==> src/rtl/uart_tx_frame_arbiter_if.sv <==
`default_nettype none
// +----------------------------------------------------------------------------+
// | Module      : uart_tx_frame_arbiter_if                                     |
// | Description : Byte-stream bundle between two frame packetizers, the frame  |
// |               arbiter and the UART TX core.                                |
// |   req0_valid/data/last  source 0 byte offer, ready = byte taken this cycle |
// |   req1_valid/data/last  source 1 byte offer, same handshake                |
// |   tx_start/tx_data      load-and-send pulse plus byte to the UART core     |
// |   tx_busy/tx_done       UART core shifting / stop bit finished pulse       |
// |   modport master        arbiter side                                       |
// |   modport slave         packetizer + UART core side                        |
// | Revision    : 1.0  initial release                                         |
// +----------------------------------------------------------------------------+
interface uart_tx_frame_arbiter_if;
  logic       req0_valid;
  logic [7:0] req0_data;
  logic       req0_last;
  logic       req0_ready;
  logic       req1_valid;
  logic [7:0] req1_data;
  logic       req1_last;
  logic       req1_ready;
  logic       tx_start;
  logic [7:0] tx_data;
  logic       tx_busy;
  logic       tx_done;

  modport master (
    input  req0_valid, req0_data, req0_last,
    output req0_ready,
    input  req1_valid, req1_data, req1_last,
    output req1_ready,
    output tx_start, tx_data,
    input  tx_busy, tx_done
  );

  modport slave (
    output req0_valid, req0_data, req0_last,
    input  req0_ready,
    output req1_valid, req1_data, req1_last,
    input  req1_ready,
    input  tx_start, tx_data,
    output tx_busy, tx_done
  );
endinterface
`default_nettype wire

==> src/rtl/uart_tx_frame_arbiter.sv <==
`default_nettype none
// +----------------------------------------------------------------------------+
// | Module      : uart_tx_frame_arbiter                                        |
// | Description : Shares one UART transmitter between a periodic tank-state    |
// |               frame source (req0) and an event frame source (req1).        |
// |               Whole frames are granted round-robin, each prefixed with     |
// |               SYNC_LEN sync bytes, paced on tx_done and guarded by a       |
// |               tx_done watchdog. Optional trailing XOR checksum byte when   |
// |               FRAME_CHECKSUM_EN is defined.                                |
// | Ports       : clk          system clock                                    |
// |               rst          asynchronous, active-low reset                  |
// |               bus          uart_tx_frame_arbiter_if.master (sources + UART)|
// |               grant        one-hot frame owner, 2'b00 = none               |
// |               timeout_err  one-cycle pulse on tx_done watchdog expiry      |
// | Revision    : 1.0  initial release                                         |
// +----------------------------------------------------------------------------+
module uart_tx_frame_arbiter #(
  parameter int unsigned SYNC_LEN       = 3,
  parameter logic [7:0]  SYNC_BYTE      = 8'hFF,
  parameter int unsigned TIMEOUT_CYCLES = 20000,
  parameter int unsigned GAP_CYCLES     = 16
) (
  input  logic                           clk,
  input  logic                           rst,
  uart_tx_frame_arbiter_if.master        bus,
  output logic [1:0]                     grant,
  output logic                           timeout_err
);

  localparam logic [3:0]  c_sync_len  = 4'(SYNC_LEN);
  localparam logic [14:0] c_wdog_last = 15'(TIMEOUT_CYCLES - 1);
  localparam logic [15:0] c_gap_last  = 16'(GAP_CYCLES - 1);

  typedef enum logic [2:0] {
    S_IDLE  = 3'd0,
    S_SYNC  = 3'd1,
    S_WAIT  = 3'd2,
    S_DATA  = 3'd3,
    S_FLUSH = 3'd4,
    S_GAP   = 3'd5
`ifdef FRAME_CHECKSUM_EN
    , S_CSUM = 3'd6
`endif
  } state_t;

  state_t      r_state;
  logic [1:0]  r_grant;
  logic        r_rr_ptr;      // 1: source 1 has priority on a tie
  logic [3:0]  r_sync_cnt;
  logic        r_last_sent;   // last byte of the frame has been handed over
  logic [14:0] r_wdog;
  logic [15:0] r_gap_cnt;
  logic        r_tx_start;
  logic [7:0]  r_tx_data;
  logic        r_req0_ready;
  logic        r_req1_ready;
  logic        r_timeout_err;
`ifdef FRAME_CHECKSUM_EN
  logic [7:0]  r_csum;
  logic        r_in_csum;     // the byte in flight is the checksum
`endif

  // Granted-source view of the request channel.
  logic       w_valid;
  logic [7:0] w_data;
  logic       w_last;
  logic       w_ready_now;

  assign w_valid     = r_grant[1] ? bus.req1_valid : bus.req0_valid;
  assign w_data      = r_grant[1] ? bus.req1_data  : bus.req0_data;
  assign w_last      = r_grant[1] ? bus.req1_last  : bus.req0_last;
  assign w_ready_now = r_req0_ready | r_req1_ready;

  always_ff @(posedge clk or negedge rst) begin
    if (!rst) begin
      r_state       <= S_IDLE;
      r_grant       <= 2'b00;
      r_rr_ptr      <= 1'b0;
      r_sync_cnt    <= 4'd0;
      r_last_sent   <= 1'b0;
      r_wdog        <= 15'd0;
      r_gap_cnt     <= 16'd0;
      r_tx_start    <= 1'b0;
      r_tx_data     <= 8'h00;
      r_req0_ready  <= 1'b0;
      r_req1_ready  <= 1'b0;
      r_timeout_err <= 1'b0;
`ifdef FRAME_CHECKSUM_EN
      r_csum        <= 8'h00;
      r_in_csum     <= 1'b0;
`endif
    end else begin
      r_tx_start    <= 1'b0;
      r_req0_ready  <= 1'b0;
      r_req1_ready  <= 1'b0;
      r_timeout_err <= 1'b0;
      case (r_state)
        S_IDLE: begin
          if (bus.req0_valid || bus.req1_valid) begin
            if (bus.req1_valid && (!bus.req0_valid || r_rr_ptr)) r_grant <= 2'b10;
            else                                                 r_grant <= 2'b01;
            r_sync_cnt  <= 4'd0;
            r_last_sent <= 1'b0;
`ifdef FRAME_CHECKSUM_EN
            r_csum      <= 8'h00;
            r_in_csum   <= 1'b0;
`endif
            r_state     <= S_SYNC;
          end
        end
        S_SYNC: begin
          if (!bus.tx_busy) begin
            r_tx_start <= 1'b1;
            r_tx_data  <= SYNC_BYTE;
            r_sync_cnt <= r_sync_cnt + 4'd1;
            r_wdog     <= 15'd0;
            r_state    <= S_WAIT;
          end
        end
        S_WAIT: begin
          // tx_done is checked first so it beats a same-cycle watchdog expiry.
          if (bus.tx_done) begin
            r_gap_cnt <= 16'd0;
            if (r_sync_cnt < c_sync_len) r_state <= S_SYNC;
            else if (!r_last_sent)       r_state <= S_DATA;
`ifdef FRAME_CHECKSUM_EN
            else if (!r_in_csum)         r_state <= S_CSUM;
`endif
            else                         r_state <= S_GAP;
          end else if (r_wdog == c_wdog_last) begin
            r_timeout_err <= 1'b1;
            r_gap_cnt     <= 16'd0;
            // Nothing left to drain once the last byte (or checksum) was taken.
            r_state       <= r_last_sent ? S_GAP : S_FLUSH;
          end else begin
            r_wdog <= r_wdog + 15'd1;
          end
        end
        S_DATA: begin
          if (w_valid && !bus.tx_busy) begin
            r_req0_ready <= ~r_grant[1];
            r_req1_ready <= r_grant[1];
            r_tx_start   <= 1'b1;
            r_tx_data    <= w_data;
            r_last_sent  <= w_last;
`ifdef FRAME_CHECKSUM_EN
            r_csum       <= r_csum ^ w_data;
`endif
            r_wdog       <= 15'd0;
            r_state      <= S_WAIT;
          end
        end
        S_FLUSH: begin
          // ready is registered, so skip the cycle in which the previous
          // pulse is still completing to avoid taking one byte twice.
          if (w_valid && !w_ready_now) begin
            r_req0_ready <= ~r_grant[1];
            r_req1_ready <= r_grant[1];
            if (w_last) begin
              r_gap_cnt <= 16'd0;
              r_state   <= S_GAP;
            end
          end
        end
        S_GAP: begin
          if (r_gap_cnt == c_gap_last) begin
            r_rr_ptr <= ~r_grant[1];
            r_grant  <= 2'b00;
            r_state  <= S_IDLE;
          end else begin
            r_gap_cnt <= r_gap_cnt + 16'd1;
          end
        end
`ifdef FRAME_CHECKSUM_EN
        S_CSUM: begin
          if (!bus.tx_busy) begin
            r_tx_start <= 1'b1;
            r_tx_data  <= r_csum;
            r_in_csum  <= 1'b1;
            r_wdog     <= 15'd0;
            r_state    <= S_WAIT;
          end
        end
`endif
        default: r_state <= S_IDLE;
      endcase
    end
  end

  assign bus.tx_start   = r_tx_start;
  assign bus.tx_data    = r_tx_data;
  assign bus.req0_ready = r_req0_ready;
  assign bus.req1_ready = r_req1_ready;
  assign grant          = r_grant;
  assign timeout_err    = r_timeout_err;

endmodule
`default_nettype wire
==> src/flat_wrapper.sv <==
// flat-port wrapper written by rule: the top's interface ports become plain ports
module uart_tx_frame_arbiter_flat 
#(
  parameter int unsigned SYNC_LEN       = 3,
  parameter logic [7:0]  SYNC_BYTE      = 8'hFF,
  parameter int unsigned TIMEOUT_CYCLES = 20000,
  parameter int unsigned GAP_CYCLES     = 16
)
  (clk, rst, grant, timeout_err, bus_req0_valid, bus_req0_data, bus_req0_last, bus_req0_ready, bus_req1_valid, bus_req1_data, bus_req1_last, bus_req1_ready, bus_tx_start, bus_tx_data, bus_tx_busy, bus_tx_done);
  uart_tx_frame_arbiter_if bus_i ();
  input  logic clk;
  input  logic rst;
  output logic [1:0] grant;
  output logic timeout_err;
  input wire logic [$bits(bus_i.req0_valid)-1:0] bus_req0_valid;
  input wire logic [$bits(bus_i.req0_data)-1:0] bus_req0_data;
  input wire logic [$bits(bus_i.req0_last)-1:0] bus_req0_last;
  output wire logic [$bits(bus_i.req0_ready)-1:0] bus_req0_ready;
  input wire logic [$bits(bus_i.req1_valid)-1:0] bus_req1_valid;
  input wire logic [$bits(bus_i.req1_data)-1:0] bus_req1_data;
  input wire logic [$bits(bus_i.req1_last)-1:0] bus_req1_last;
  output wire logic [$bits(bus_i.req1_ready)-1:0] bus_req1_ready;
  output wire logic [$bits(bus_i.tx_start)-1:0] bus_tx_start;
  output wire logic [$bits(bus_i.tx_data)-1:0] bus_tx_data;
  input wire logic [$bits(bus_i.tx_busy)-1:0] bus_tx_busy;
  input wire logic [$bits(bus_i.tx_done)-1:0] bus_tx_done;
  assign bus_i.req0_valid = bus_req0_valid;
  assign bus_i.req0_data = bus_req0_data;
  assign bus_i.req0_last = bus_req0_last;
  assign bus_req0_ready = bus_i.req0_ready;
  assign bus_i.req1_valid = bus_req1_valid;
  assign bus_i.req1_data = bus_req1_data;
  assign bus_i.req1_last = bus_req1_last;
  assign bus_req1_ready = bus_i.req1_ready;
  assign bus_tx_start = bus_i.tx_start;
  assign bus_tx_data = bus_i.tx_data;
  assign bus_i.tx_busy = bus_tx_busy;
  assign bus_i.tx_done = bus_tx_done;
  uart_tx_frame_arbiter #(.SYNC_LEN(SYNC_LEN), .SYNC_BYTE(SYNC_BYTE), .TIMEOUT_CYCLES(TIMEOUT_CYCLES), .GAP_CYCLES(GAP_CYCLES)) u_core (.clk(clk), .rst(rst), .bus(bus_i), .grant(grant), .timeout_err(timeout_err));
endmodule
==> config.mk <==
export PLATFORM = sky130hd
export DESIGN_NAME = uart_tx_frame_arbiter_flat
export DESIGN_NICKNAME = d
export VERILOG_FILES = /design/src/rtl/uart_tx_frame_arbiter_if.sv /design/src/rtl/uart_tx_frame_arbiter.sv /design/src/flat_wrapper.sv
export SDC_FILE = /design/constraint.sdc
export NUM_CORES = 1
export LEC_CHECK = 0
export ABC_AREA = 1
export BUFFER_PORTS_ARGS = -buffer_cell sky130_fd_sc_hd__buf_4
export CORE_UTILIZATION = 45
export DETAILED_ROUTE_END_ITERATION = 10
export SLEW_MARGIN = 25
export SYNTH_ARGS = -nofsm -noshare
export SYNTH_HDL_FRONTEND = slang
export SYNTH_SLANG_ARGS = --single-unit
==> constraint.sdc <==
create_clock -name clk -period 2.92 [get_ports clk]
set_input_delay 0.438 -clock clk [delete_from_list [all_inputs] [get_ports clk]]
set_output_delay 0.438 -clock clk [all_outputs]
set_load 0.1 [all_outputs]
# After elaboration in Yosys (flattened, before gate mapping)
# Index checks and enable logic that the tools add are counted.
[word_totals] ff_bits=54 word_cells=109
[op_classes] n_reduce_logical=23 n_eq_ne=17 n_lt_le_gt_ge=1 n_addsub=3 bitwise_logic=2 n_mux=51
[op_table] cell="2-to-1 mux 16 bit" count=5
[op_table] cell="2-to-1 mux 15 bit" count=4
[op_table] cell="one-hot mux 16 bit (3 select lines)" count=1
[op_table] cell="one-hot mux 15 bit (3 select lines)" count=1
[op_table] cell="2-to-1 mux 3 bit" count=10
[op_table] cell="2-to-1 mux 8 bit" count=3
[op_table] cell="one-hot mux 3 bit (6 select lines)" count=1
[op_table] cell="adder 16 x 1 -> 16 bit (second input constant)" count=1
[op_table] cell="== test 16 x 4 -> 1 bit (second input constant)" count=1
[op_table] cell="one-hot mux 8 bit (2 select lines)" count=1
[op_table] cell="adder 15 x 1 -> 15 bit (second input constant)" count=1
[op_table] cell="== test 15 bit (second input constant)" count=1
[op_table] cell="2-to-1 mux 1 bit" count=14
[op_table] cell="AND reduction 3 bit" count=4
[op_table] cell="!= test 2 x 1 -> 1 bit (second input constant)" count=5
[op_table] cell="AND reduction 5 bit" count=2
[op_table] cell="2-to-1 mux 4 bit" count=2
[op_table] cell="!= test 2 bit (second input constant)" count=4
[op_table] cell="one-hot mux 1 bit (2 select lines)" count=4
[op_table] cell="one-hot mux 4 bit (2 select lines)" count=1
[op_table] cell="nonzero test 2 bit" count=4
[op_table] cell="AND reduction 7 bit" count=1
[op_table] cell="== test 3 x 2 -> 1 bit (second input constant)" count=2
[op_table] cell="== test 3 bit (second input constant)" count=2
[op_table] cell="14 further kinds" count=22

# Logic depth before layout (Yosys ltp)
# Gate-level depths: netlist of the first run.
[depth] depth_word=6 ltp_mapped=11 mapped_depth_nobuf=10

# Least setup slack after synthesis of the first run
# OpenSTA, ideal clock, no wires.
[synth_path] path_kind="register -> register" from="reg u_core.r_grant[1] (netlist: u_core.grant[1])" to="reg u_core.r_gap_cnt[6]" synth_period_minus_slack_ns=2.146 setup_slack_ns=0.774 setup_ns=0.120 stages_incl_launch_ff=11 required_ns=2.800 arrival_ns=2.026 cell_sequence="dfrtp_1 inv_2 nand2_1 nand3_1 nand2_1 nand2_1 nor2_2 nand3_4 buf_6 nand2_1 nand2_1"
[synth_between] elab_chain_cells=4
[synth_rtl] element="from (decl)" line_no="uart_tx_frame_arbiter.sv:47" source="logic [1:0] r_grant;"
[synth_rtl] element="from (signal assigned)" line_no="uart_tx_frame_arbiter.sv:77" source="r_grant <= 2'b00;"
[synth_rtl] element="from (signal assigned)" line_no="uart_tx_frame_arbiter.sv:100" source="if (bus.req1_valid && (!bus.req0_valid || r_rr_ptr)) r_grant <= 2'b10;"
[synth_rtl] element="from (signal assigned)" line_no="uart_tx_frame_arbiter.sv:101" source="else r_grant <= 2'b01;"
[synth_rtl] element="2-to-1 mux 1 bit" line_no="uart_tx_frame_arbiter.sv:69" source="assign w_valid = r_grant[1] ? bus.req1_valid : bus.req0_valid;"
[synth_rtl] element="logical AND 1 bit" line_no="uart_tx_frame_arbiter.sv:156" source="if (w_valid && !w_ready_now) begin"
[synth_rtl] element="!= test 2 x 1 -> 1 bit (no line)"
[synth_rtl] element="AND reduction 5 bit (no line) (*)"
[synth_rtl] element="to (signal assigned)" line_no="uart_tx_frame_arbiter.sv:171" source="r_gap_cnt <= r_gap_cnt + 16'd1;"
[synth_rtl] element="to (decl)" line_no="uart_tx_frame_arbiter.sv:52" source="logic [15:0] r_gap_cnt;"
# Mark *: on every way between the ends. The rest lies on a longest branch, timed or not.
# A chain may end at the register's enable or synchronous reset.

# Final worst setup path of the first run
[layout_path] from="reg u_core.r_wdog[0]" to="reg u_core.r_gap_cnt[12]"
[layout_between] elab_chain_cells=3
[layout_rtl] element="from (decl)" line_no="uart_tx_frame_arbiter.sv:51" source="logic [14:0] r_wdog;"
[layout_rtl] element="from (signal assigned)" line_no="uart_tx_frame_arbiter.sv:136" source="r_wdog <= r_wdog + 15'd1;"
[layout_rtl] element="== test 15 bit" line_no="uart_tx_frame_arbiter.sv:130" source="end else if (r_wdog == c_wdog_last) begin"
[layout_rtl] element="!= test 3 x 2 -> 1 bit (no line)"
[layout_rtl] element="AND reduction 5 bit (no line)"
# Every way passes these cells.

==> flow_metrics.py, run 1 <==
metrics = {
    "floorplan": {
        "row_count": 30,
        "fp.dieW_um": 86.0,
        "die_h_um": 86.0,
        "core_region_area_mm2": 0.00679,
        "io_pins": 38,
        "die_area_mm2": 0.00739,
        "start_util_pct": 46.7,
    },
    "setup_path": {
        "worst_setup_path_start_kind": "flop",
        "crit_path_max_fanout": 16,
        "arrival_ns": 2.22,
        "crit_type": "flop to flop",
        "cpMaxStageDelayCell": "dfrtp_1",
        "path_cells": "ha_1, nand2_1, inv_1, nand2_1, nor2_1, nand2_1, nand3_1, nand3_4, nand2_1, nand2_1",
        "reg2reg_slack_ns": 0.90,
        "worst_setup_path_end_kind": "flop",
        "cp.buffers_inverters": 1,
        "slowest_delay_ns": 0.40,
        "cp_data_required_time_ns": 3.12,
        "crit_path_frequent_cell": "nand2_1",
        "critPathTopFamily": "simple AND/OR/NAND/NOR gates",
    },
    "drt": {
        "route.met2.wl_um": 3190,
        "dr.pass1.iters": 4,
        "drtIter0Drc": 149,
        "wirelength_um": 6980,
        "via_count": 2839,
        "drt-met1-wl_um": 3460,
        "wl_per_cell_um": 12.1,
        "top_layer_used": "met4",
        "drc": 0,
        "met3_wirelength_um": 257,
        "postRouteAntennaNets": 0,
        "via_per_inst": 4.93,
    },
    "timing": {
        "skew_ns": 0.00670,
        "finalHoldViolations": 0,
        "setup-tns-final_ns": 0,
        "whs_ns": 0.169,
        "slew_violations": 0,
        "post-route-period-util_pct": 69.2,
        "max_freq_mhz": 495,
        "worst_pin_slew_ns": 0.687,
        "finalCriticalPeriod_ns": 2.02,
        "rsz0062_at_grt": "false",
        "setup_viol_count_final": 0,
        "relSlewSlack_pct": 54.1,
    },
    "synth": {
        "avgSynthCellArea_um2": 7.18,
        "synth_cell_types": 36,
        "async_reset_ff_share_pct": 100,
        "syn_area_mm2": 0.00317,
        "postSynthCellCount": 442,
        "synth_edf_count": 0,
        "synth.ff_latch_count": 54,
        "synth_ff_type": "dfrtp_1",
        "yosysTopAreaCellShare_pct": 42.6,
        "synth_nets": 469,
        "yosys.area.top_type": "dfrtp_1",
        "yosysSeqAreaShare_pct": 42.6,
        "yosys-top-cells-area": "dfrtp_1, nand2_1, nor2_1",
        "yosysWarnings": 0,
    },
    "clock_tree": {
        "clk_pin_slew_worst_paths_ns": 0.09,
        "cts_buffer_depth": 2,
        "ctsHoldBuffers": 0,
        "clock_latency_ns": 0.31,
        "cts_root_buf": "clkbuf_8",
        "cts_resized": 0,
        "htree_levels": 2,
        "cts.sinks": 54,
        "tritoncts": "yes",
        "cts_buffers": 5,
        "post_cts_buffers": 0,
    },
    "cells_and_area": {
        "diodes": 0,
        "nets": 507,
        "layout-drive-gt1-share_pct": 15.2,
        "fin_util_pct": 53.0,
        "final_common_cell": "nand2_1",
        "nFillCells": 709,
        "final_cell_mix": "nand2_1, nor2_1, dfrtp_1",
        "final_area_mm2": 0.00360,
        "syn2layout_area_growth_pct": 13.6,
    },
    "global_route": {
        "grt_usage_pct": 20.6,
        "antenna_found_initial": 0,
        "grt_max_degree": 55,
        "grt.overflow.total": 0,
        "grt_pass1_vias": 2706,
        "grt_pass1_wl_um": 12100,
    },
    "placement": {
        "gp_congestion": 0.789,
        "numPortBuffers": 37,
        "place_area_mm2": 0.00353,
        "detailed_place_hpwl_um": 5100,
    },
    "power_and_ir_drop": {
        "ir_drop_mv": 0.712,
        "power.leakage_nw": 1.86,
        "power_per_cell_area_mw_per_mm2": 822,
    },
    "worst_hold_path": {
        "hold_path.class": "input port to async pin",
    },
    "flow_run": {
        "max_cap_viol_count": 0,
    },
    "run_status": {
        "status": "complete, no violations",
    },
}
-- area by class of cell --
class	instances	area [µm²]	area share, %
Sequential cell	54	1350	37.5
Timing Repair Buffer	37	278	7.71
Multi-Input combinational cell	337	1610	44.7
Clock buffer	7	76.3	2.12
Tap cell	96	120	3.33
Inverter	45	169	4.69
-- flip-flops by register name, summed over array words and instances (netlist names) --
register / cells
u_core.r_gap_cnt: 16
u_core.r_wdog: 15
u_core.bus.tx_data: 8
u_core.r_sync_cnt: 4
u_core.r_state: 3
u_core.grant: 2
u_core.bus.req0_ready: 1
u_core.bus.req1_ready: 1
u_core.bus.tx_start: 1
u_core.r_last_sent: 1
u_core.r_rr_ptr: 1
u_core.timeout_err: 1
-- synthesized netlist by cell type, types with 5 or more instances --
cell	number
dfrtp_1	54
inv_1	39
inv_2	6
nand2_1	138
nand3_1	36
nand4_1	10
nor2_1	75
o21ai_0	20
o21ai_2	8
or2_2	5
xor2_1	8
-- power breakdown --
group	switching [mW]	leakage, nW	internal [mW]
combinational	1.18	1.09	0.368
clock	0.232	0.0383	0.166
sequential	0.130	0.725	0.886
-- metrics by stage --
| step | setup slack [ns] | total power, mW | cells |
|---|---|---|---|
| global route | 0.592 | 3.17 | 576 |
| CTS | 0.877 | 2.99 | 576 |
| global placement | 0.882 | 2.58 | 569 |
| finish | 0.900 | 2.96 | 576 |
| floorplan | 0.774 | 2.27 | 442 |
| detailed placement | 0.874 | 2.59 | 569 |
-- path summary, 6_finish.rpt --
check | start | end | cells after the start
worst min-delay path | rst | u_core.r_gap_cnt[13]$_DFFE_PN0P_ | 1
max in group asynchronous | rst | u_core.r_sync_cnt[1]$_DFFE_PN0P_ | 1
min in group clk | bus_tx_done | u_core.timeout_err$_DFF_PN0_ | 2
worst max register to register | u_core.r_wdog[0]$_DFFE_PN0P_ | u_core.r_gap_cnt[12]$_DFFE_PN0P_ | 10
worst min register to register | u_core.bus.tx_data[6]$_DFFE_PN0P_ | u_core.bus.tx_data[6]$_DFFE_PN0P_ | 2
worst max-delay path | u_core.r_wdog[0]$_DFFE_PN0P_ | u_core.r_gap_cnt[12]$_DFFE_PN0P_ | 10
-- layer usage --
layer	global-route usage (%)	up-vias
met5	0	-
met4	5.30	0
met3	4.14	8
met2	34.2	46
met1	27.5	1298
li1	-	1487
-- kinds of logic after synthesis --
group	after synthesis	share of synthesized area, %
and+or+nand+nor	279	37.9
DFF	54	42.6
buffers and inverters	51	6.67
AOI/OAI and AO/OA	43	8.32
xor gates and xnor gates	11	3.04
adders and majority gates	3	1.18
muxes	1	0.316
Power figures use the tool's default switching activity.
==> run 2, diff against run 1 <==
==> constraint.sdc (replaced) <==
create_clock -name clk -period 2.01 [get_ports clk]
set_input_delay 0.3015 -clock clk [delete_from_list [all_inputs] [get_ports clk]]
set_output_delay 0.3015 -clock clk [all_outputs]
set_load 0.1 [all_outputs]
==> flow_metrics.py, run 2 (synthesis results as in run 1) <==
metrics = {
    "cells_and_area": {
        "nFillCells": 667,
        "largest_reg_flops": 16,
        "diodes": 0,
        "final_common_cell": "nand2_1",
        "largest_register": "u_core.r_gap_cnt",
        "finalNonFillerCells": 582,
        "nets": 512,
        "layout-drive-gt1-share_pct": 16.9,
        "syn2layout_area_growth_pct": 15.8,
        "final_cell_mix": "nand2_1, nor2_1, dfrtp_1",
    },
    "run_status": {
        "status": "complete, no violations",
    },
    "drt": {
        "drtIter0Drc": 190,
        "dr.pass1.iters": 4,
        "wirelength_um": 7100,
        "via_per_inst": 4.92,
        "postRouteAntennaNets": 0,
        "drc": 0,
        "wl_per_cell_um": 12.2,
        "via_count": 2863,
    },
    "clock_tree": {
        "post_cts_buffers": 0,
        "clock_latency_ns": 0.32,
        "cts_buffers": 5,
        "tritoncts": "yes",
        "cts.sinks": 54,
        "cts_resized": 0,
        "cts_root_buf": "clkbuf_8",
        "cts_buffer_depth": 2,
        "htree_levels": 2,
        "clk_pin_slew_worst_paths_ns": 0.10,
        "ctsHoldBuffers": 0,
    },
    "setup_path": {
        "slowest_delay_ns": 0.56,
        "path_cells": "inv_2, nand2_1, nand3_1, nand2_1, nand2_1, nor2_2, nand3_1, nand2_1, nand2_1",
        "worst_setup_path_start_kind": "flop",
        "cp.buffers_inverters": 1,
        "arrival_ns": 2.01,
        "critPathTopFamily": "simple AND/OR/NAND/NOR gates",
        "crit_type": "flop to flop",
        "crit_path_frequent_cell": "nand2_1",
        "cpMaxStageDelayCell": "dfrtp_2",
        "worst_setup_path_end_kind": "flop",
        "cp_data_required_time_ns": 2.23,
        "crit_path_max_fanout": 16,
    },
    "global_route": {
        "grt_usage_pct": 21.0,
        "grt_max_degree": 55,
        "grt_pass1_wl_um": 12300,
        "grt.overflow.total": 0,
        "grt_pass1_vias": 2672,
        "antenna_found_initial": 0,
    },
    "floorplan": {
        "io_pins": 38,
        "die_area_mm2": 0.00739,
        "fp.dieW_um": 86.0,
        "core_region_area_mm2": 0.00679,
        "start_util_pct": 46.7,
        "row_count": 30,
        "die_h_um": 86.0,
    },
    "timing": {
        "setup-tns-final_ns": 0,
        "worst_pin_slew_ns": 0.722,
        "post-route-period-util_pct": 89.3,
        "finalHoldViolations": 0,
        "relSlewSlack_pct": 51.9,
        "setup_viol_count_final": 0,
        "skew_ns": 0.0139,
        "finalCriticalPeriod_ns": 1.79,
        "rsz0062_at_grt": "false",
        "max_freq_mhz": 557,
        "slew_violations": 0,
    },
    "power_and_ir_drop": {
        "power_per_cell_area_mw_per_mm2": 1210,
        "ir_drop_mv": 0.954,
        "power.leakage_nw": 1.89,
    },
    "placement": {
        "detailed_place_hpwl_um": 5190,
        "gp_congestion": 0.837,
        "numPortBuffers": 37,
        "post-place-cells": 574,
    },
    "worst_hold_path": {
        "hold_path.class": "input port to async pin",
    },
    "flow_run": {
        "max_cap_viol_count": 0,
    },
}
## run 2: changes by cell type in the layout (fill, tap and decap cells not counted), sizes merged
cell | before | now
buf | 37 | 42
clkbuf | 7 | 6
clkinvlp | 0 | 1
inv | 45 | 46
## run 2: power by group
group	internal (mW)	switching (mW)	leakage, nW	total, mW
Combinational	0.561	1.73	1.12	2.29
Clock	0.284	0.379	0.0478	0.663
Sequential	1.29	0.196	0.723	1.48
## run 2: final timing paths
check	start	end	slack, ns	cells after the start
setup / recovery	u_core.grant[1]$_DFFE_PN0P_	u_core.r_state[2]$_DFFE_PN0P_	0.22	9
hold / removal	rst	u_core.r_gap_cnt[14]$_DFFE_PN0P_	0.02	1
setup reg to reg	u_core.grant[1]$_DFFE_PN0P_	u_core.r_state[2]$_DFFE_PN0P_	0.22	9
hold reg to reg	u_core.bus.tx_data[0]$_DFFE_PN0P_	u_core.bus.tx_data[0]$_DFFE_PN0P_	0.50	2
max in group asynchronous	rst	u_core.grant[1]$_DFFE_PN0P_	1.45	1
min in group clk	bus_tx_done	u_core.timeout_err$_DFF_PN0_	0.17	2
## run 2: area by class of cell
type | count | area (µm²) | share of cell area, %
Sequential cell | 54 | 1350 | 36.8
Inverter | 45 | 169 | 4.60
Multi-Input combinational cell | 337 | 1620 | 44.0
Clock inverter | 2 | 16.3 | 0.443
Clock buffer | 6 | 82.6 | 2.25
Timing Repair Buffer | 42 | 315 | 8.58
Tap cell | 96 | 120 | 3.27
## run 2: stage by stage
step / setup slack (ns) / hold slack [ns] / cell area [µm²] / utilization, % / total power [mW]
2_1_floorplan: 0.204 / 0.00591 / 3170 / - / 3.29
3_3_place_gp: 0.173 / 0.405 / 3570 / 52.5 / 3.78
3_5_place_dp: 0.148 / 0.407 / 3570 / 52.5 / 3.79
4_1_cts: 0.128 / 0.0522 / 3660 / 53.9 / 4.47
5_1_grt: 0.00818 / 0.0953 / 3670 / 54.1 / 4.73
6_report: 0.215 / 0.0164 / 3670 / 54.1 / 4.44
## run 2: per-layer routing
metal / GRT usage [%] / wire, µm / vias to the layer above
li1: - / - / 1493
met1: 29.1 / 3560 / 1304
met2: 33.3 / 3150 / 57
met3: 3.95 / 289 / 9
met4: 6.06 / 96 / 0
met5: 0 / 0 / -
